[src/rtl/multicycle_ctrl.sv]
// rtl/multicycle_ctrl.sv - multicycle ARM control FSM with NZCV flags and condition check
// Optional branch-with-link support is enabled by defining CTRL_BL_EN.
module multicycle_ctrl #(
  parameter logic [3:0] FLAG_RESET = 4'b0000
) (
  input  logic        clk,
  input  logic        reset,
  input  logic [31:0] Instr,
  input  logic [3:0]  ALUFlags,
  output logic        PCWrite,
  output logic        IRWrite,
  output logic        MemWrite,
  output logic        RegWrite,
  output logic        AdrSrc,
  output logic [1:0]  RegSrc,
  output logic [1:0]  ImmSrc,
  output logic [1:0]  ALUSrcA,
  output logic [1:0]  ALUSrcB,
  output logic [3:0]  ALUControl,
  output logic [1:0]  ResultSrc,
  output logic        BL,
  output logic [3:0]  State
);

  localparam logic [3:0] ALU_ADD = 4'b0100;
  localparam logic [3:0] ALU_SUB = 4'b0010;

  typedef enum logic [3:0] {
    FETCH    = 4'd0,
    DECODE   = 4'd1,
    MEMADR   = 4'd2,
    MEMREAD  = 4'd3,
    MEMWB    = 4'd4,
    MEMWRITE = 4'd5,
    EXECR    = 4'd6,
    EXECI    = 4'd7,
    ALUWB    = 4'd8,
    BRANCH   = 4'd9
  } state_t;

  state_t     state;
  logic [3:0] flags;
  logic       cond_ex;
  logic       arith;
  logic       dp_write;
  logic       n, z, c, v;

  // Fields outside the control decode are consumed by the datapath only.
  wire unused_bits = ^{Instr[19:16], Instr[11:0]};

  assign {n, z, c, v} = flags;
  assign arith = ((Instr[24:21] >= 4'd2) && (Instr[24:21] <= 4'd7)) ||
                 (Instr[24:21] == 4'd10) || (Instr[24:21] == 4'd11);
  assign dp_write = cond_ex & (Instr[24:23] != 2'b10);

  always_comb begin
    cond_ex = 1'b0;
    case (Instr[31:28])
      4'b0000: cond_ex = z;
      4'b0001: cond_ex = ~z;
      4'b0010: cond_ex = c;
      4'b0011: cond_ex = ~c;
      4'b0100: cond_ex = n;
      4'b0101: cond_ex = ~n;
      4'b0110: cond_ex = v;
      4'b0111: cond_ex = ~v;
      4'b1000: cond_ex = c & ~z;
      4'b1001: cond_ex = ~c | z;
      4'b1010: cond_ex = (n == v);
      4'b1011: cond_ex = (n != v);
      4'b1100: cond_ex = ~z & (n == v);
      4'b1101: cond_ex = z | (n != v);
      4'b1110: cond_ex = 1'b1;
      default: cond_ex = 1'b0;
    endcase
  end

  always_ff @(posedge clk or posedge reset) begin
    if (reset) begin
      state <= FETCH;
      flags <= FLAG_RESET;
    end else begin
      case (state)
        FETCH:  state <= DECODE;
        DECODE: begin
          case (Instr[27:26])
            2'b01:   state <= MEMADR;
            2'b00:   state <= Instr[25] ? EXECI : EXECR;
            2'b10:   state <= BRANCH;
            default: state <= FETCH;
          endcase
        end
        MEMADR:  state <= Instr[20] ? MEMREAD : MEMWRITE;
        MEMREAD: state <= MEMWB;
        EXECR, EXECI: begin
          state <= ALUWB;
          // Logical ops leave carry and overflow untouched.
          if (cond_ex && Instr[20]) begin
            flags[3:2] <= ALUFlags[3:2];
            if (arith) flags[1:0] <= ALUFlags[1:0];
          end
        end
        default: state <= FETCH;
      endcase
    end
  end

  always_comb begin
    PCWrite    = 1'b0;
    IRWrite    = 1'b0;
    MemWrite   = 1'b0;
    RegWrite   = 1'b0;
    AdrSrc     = 1'b0;
    RegSrc     = 2'b00;
    ImmSrc     = 2'b00;
    ALUSrcA    = 2'b00;
    ALUSrcB    = 2'b00;
    ALUControl = 4'b0000;
    ResultSrc  = 2'b00;
    BL         = 1'b0;
    if (!reset) begin
      ImmSrc = Instr[27:26];
      case (state)
        FETCH: begin
          IRWrite    = 1'b1;
          PCWrite    = 1'b1;
          ALUSrcA    = 2'b01;
          ALUSrcB    = 2'b10;
          ALUControl = ALU_ADD;
          ResultSrc  = 2'b10;
        end
        DECODE: begin
          ALUSrcA    = 2'b01;
          ALUSrcB    = 2'b10;
          ALUControl = ALU_ADD;
          ResultSrc  = 2'b10;
        end
        MEMADR: begin
          ALUSrcB    = 2'b01;
          ALUControl = Instr[23] ? ALU_ADD : ALU_SUB;
        end
        MEMREAD: AdrSrc = 1'b1;
        MEMWB: begin
          ResultSrc = 2'b01;
          RegWrite  = cond_ex;
        end
        MEMWRITE: begin
          AdrSrc   = 1'b1;
          RegSrc   = 2'b10;
          MemWrite = cond_ex;
        end
        EXECR: ALUControl = Instr[24:21];
        EXECI: begin
          ALUSrcB    = 2'b01;
          ALUControl = Instr[24:21];
        end
        ALUWB: begin
          RegWrite = dp_write;
          PCWrite  = dp_write & (Instr[15:12] == 4'hF);
        end
        BRANCH: begin
          RegSrc     = 2'b01;
          ALUSrcB    = 2'b01;
          ALUControl = ALU_ADD;
          ResultSrc  = 2'b10;
          PCWrite    = cond_ex;
`ifdef CTRL_BL_EN
          if (Instr[24]) begin
            BL       = 1'b1;
            RegWrite = cond_ex;
          end
`endif
        end
        default: ImmSrc = 2'b00;
      endcase
    end
  end

  assign State = state;

endmodule

[config.mk]
export PLATFORM = sky130hd
export DESIGN_NAME = multicycle_ctrl
export DESIGN_NICKNAME = d
export VERILOG_FILES = /design/src/rtl/multicycle_ctrl.sv
export SDC_FILE = /design/constraint.sdc
export NUM_CORES = 1
export LEC_CHECK = 0
export BUFFER_PORTS_ARGS = -buffer_cell sky130_fd_sc_hd__clkbuf_2
export CAP_MARGIN = 20
export CORE_MARGIN = 2
export CORE_UTILIZATION = 46
export CTS_BUF_LIST = sky130_fd_sc_hd__clkbuf_4
export DETAILED_ROUTE_END_ITERATION = 6
export HOLD_SLACK_MARGIN = 0.12
export MAX_ROUTING_LAYER = met4
export PLACE_DENSITY = 0.88
export SYNTH_ARGS = -nofsm -noshare
export SYNTH_HDL_FRONTEND = slang
export SYNTH_SLANG_ARGS = --single-unit
[constraint.sdc]
create_clock -name clk -period 2.79 [get_ports clk]
set_input_delay 0.558 -clock clk [delete_from_list [all_inputs] [get_ports clk]]
set_output_delay 0.558 -clock clk [all_outputs]
set_load 0.01 [all_outputs]
Yosys cells after proc, flatten, opt, wreduce, memory -nomap -nowiden
Index checks and enable logic that the tools add are counted. W data, S select, Z words.

Reduce and logical (&&, ||, !) cells: 15. Equality and inequality tests: 31. Bitwise logic cells: 10. Mux-type cells: 28. Order comparisons: 2.

Operators by type and width (number): $eq A4 B4 Y1 const B (12); $eq A4 B3 Y1 const B (8); $pmux W4 S3 (2); $pmux W4 S5 (1); $eq A4 B2 Y1 const B (4); $pmux W1 S15 (1); $pmux W2 S2 (3); $mux W1 (11); $mux W2 (5); $reduce_or A10 Y1 (1); $eq A4 B1 Y1 const B (2); $logic_not A4 Y1 (2); $mux W3 (2); $reduce_or A2 Y1 (3); $reduce_or A3 Y1 (2); $and A1 B1 Y1 (4); $ge A4 B2 Y1 const B (1); $le A4 B3 Y1 const B (1); $mux W4 (1); $not A1 Y1 (4); $pmux W1 S3 (1); $reduce_and A3 Y1 (1); $eq A2 B1 Y1 const B (1); $eq A2 B2 Y1 const B (1); other kinds (9) (12).

Output and inout bits: 24. Register bits after elaboration: 8. Input port bits: 38.

Depth between registers and ports, before layout
Word-level depth: 7. Gate-level depth with buffers: 6.

Worst setup path before layout
OpenSTA, ideal clock, no wires.

Path type: input port to output port. Start point: input Instr[30]. End point: output RegWrite. Stages on the path: 6. Arrival time: 1.873 ns. Path buffers: 1. Slack: 0.359 ns. Cells stage by stage: buf_6 -> and2_4 -> nor4b_1 -> o311ai_2 -> and3_2 -> a211oi_1.

Cells in the longest elaborated chain, start to end: 5.

Ends and longest elaborated chain: from (decl) (RTL line 8) `input logic [31:0] Instr,`; $eq A4 B4 Y1 (tied with other cells) (RTL line 58) `case (Instr[31:28])`; $pmux W1 S15 * (RTL line 58); $and A1 B1 Y1 (RTL line 54) `assign dp_write = cond_ex & (Instr[24:23] != 2'b10);`; $pmux W1 S2 * (RTL line 123) `case (state)`; $mux W1 * (RTL line 121) `if (!reset) begin`; to (decl) (RTL line 13) `output logic RegWrite,`.

Every way passes the cells marked *; elsewhere a longest branch is shown, timed or not.

Worst setup path in the final report
Start point: input Instr[28]. End point: output RegWrite.

Same word-level chain as after synthesis.

==> out/summary.txt <==
run status - finished, final reports clean
core area - 0.00192 mm^2
RSZ-0062 raised after global routing - false
# IOs - 62
Worst Max-Slew Pin Slew - 0.604 ns
Clock Latency Late Sink - 0.25 ns
# clock sinks - 8
final hold viol count - 0
max cap viols - 0
final worst path period share - 91.6%
initial drt markers - 27
die height - 48.5 um
fin crit period - 2.56 ns
placed cell areas - 0.00109 mm^2
root buffer cell - clkbuf_4
final core occ - 58.2%
GRT Residual Overflow - 0
CTS H-tree depth - 1
fin nets - 192
Synth Flop Type - dfrtp_1
Placer Congestion - 0.849
Post-synth EDFFs - 0
flip-flop and latch count after synthesis - 8
Synth top cells by count - nor2_1, dfrtp_1, inv_1, nor3_1
Layout area overhead - 23.0%
final instance area - 0.00112 mm^2
cell family with most CP delay - simple AND/OR/NAND/NOR gates
max frequency - 0.391 GHz
Final HPWL DP - 1.76 mm
initial antenna violation count - 0
Most Crowded Layer GR - met2
FF+latch area - 200 um^2
syn_area_per_cell - 7.84 um^2
final wirelength - 2.26 mm
Hold Path Class - in2async
die area - 0.00235 mm^2
grt met2 use - 36.6%
number of antenna cells inserted - 0
Syn Std Cell Area - 910 um^2
grt met3 use - 4.94%
pwr/cell area - 754 mW/mm^2
maximum vdd ir drop - 0.537 mV
cell with the most instances after synthesis - nor2_1
Cell variety after synth - 50
most frequent CP cell - clkbuf_2
total number of yosys warnings - 0
clock skew - 0.00304 ns
Slew HR - 59.8%
Critical Setup Path Class - in2out
top post-synthesis cells by area - dfrtp_1, mux2_1, nor3_1, nor2_1, buf_6
CTS buffer count - 3
crit-path max cell delay - 0.31 ns
vias in the first global route - 917
Total Power - 0.844 mW
GR Util met1 - 24.8%
detailed-route DRC error count - 0
Data arrival, critical path - 2.00 ns
Hold WS - 0.461 ns
die width - 48.5 um
Routed WL per cell - 12.6 um
Setup crit start kind - primary input
slowest library cell on the worst path - or2b_2
share of layout cells above drive strength 1 - 37.5%
Hold Buf Count CTS - 0
Multi-input gate area - 609 um^2
CP endpoint kind - output pin
first-pass detailed-route iteration total - 4
Initial Utilization - 47.3%
Fillers - 179
setup TNS - 0 ns
Syn Inst Count - 116
Site Rows - 16
endpoints failing setup - 0
Crit path required time - 2.23 ns
Reg clk slew, reported paths - 0.05 ns
Post-synth ARST share - 100%
first-pass GRT wire length - 3.88 mm
post-synth top area share - 22.0%
post-synthesis sequential area ratio - 22.0%
area leader, netlist - dfrtp_1
Final ANT Viol Nets - 0
Worst Path Max Fanout - 7
gr usage total - 21.1%
Leak Pwr - 0.547 nW
CP Cell Sequence - clkbuf_2, or2b_2, o221ai_1, o311ai_2, and3_2, a211oi_1, clkbuf_2
CTS tree - done
Clock Path Buffers - 2
CP bufs+invs - 2
pins over their slew limit - 0
vias per cell - 5.70
IO buf count - 43
largest net degree at the start of global routing - 21
via count - 1020
power by group:
part           leakage, nW  internal [mW]  switching [mW]
sequential           0.105          0.162           0.126
clock               0.0138         0.0490          0.0360
combinational        0.428          0.224           0.246
total                0.547          0.435           0.409
cells in the final DEF (no fill, tap or decap), types with 2 or more instances in the layout:
cell	instances
clkbuf_2	43
nor2_1	10
dfrtp_1	8
inv_1	8
nor3_1	8
a21oi_1	5
nand2b_1	5
a211oi_1	4
nand3_1	4
mux2_1	4
o21ai_0	3
a31oi_1	3
clkbuf_4	3
nand3b_1	2
a32oi_1	2
and3_2	2
and2_1	2
nor2b_1	2
xnor2_1	2
and3_1	2
nor4_1	2
conb_1	2
cell families after synthesis:
group	after synthesis	synth area share (%)
and+or+nand+nor	50	32.6
AOI/OAI and AO/OA	28	22.7
buffers and inverters	20	12.1
DFF	8	22.0
muxes	6	7.29
xor gates and xnor gates	3	2.89
other	1	0.412
through the flow:
stage / instances / setup slack (ns)
detailed placement: 176 / 0.190
floorplan: 117 / 0.359
CTS: 179 / 0.185
finish: 179 / 0.233
global route: 179 / 0.0559
global placement: 176 / 0.233
area by class of cell:
class / instances / share of cell area (%)
multi-input combinational: 89 / 54.5
timing repair buffer: 44 / 19.9
clock buffer: 3 / 2.01
tap: 27 / 3.02
inverter: 8 / 2.68
sequential: 8 / 17.9
sequential cells by signal, summed over array words and instances, names as in the netlist:
register / flops
flags: 4
State: 4
what timing repair did:
action,in CTS,in global routing
endpoints found under the setup margin,0,1
buffers inserted,0,0
resized for setup,0,1
worst min-delay path, stage by stage:
cell and delay [ns]:
clkbuf_2 0.16, inv_1 0.14, buf_4 0.18
path summary, 6_finish.rpt:
kind	startpoint	to	slack, ns	depth (start not counted)
worst max-delay path	Instr[28]	RegWrite	0.23	7
worst min-delay path	reset	flags[3]	0.46	3
worst max register to register	State[1]	flags[0]	0.73	5
max in group asynchronous	reset	State[3]	2.20	3
worst min register to register	flags[1]	flags[1]	0.57	1
min in group clk	ALUFlags[2]	flags[2]	0.52	2
routing by layer:
layer,vias to the layer above,part of all wire [%],wire length [um]
met5,-,0,0
met4,0,1.2,27
met3,4,6.5,147
met2,45,49,1110
met1,475,43,967
li1,496,-,-
No activity file was read; power rests on OpenSTA's default activity.
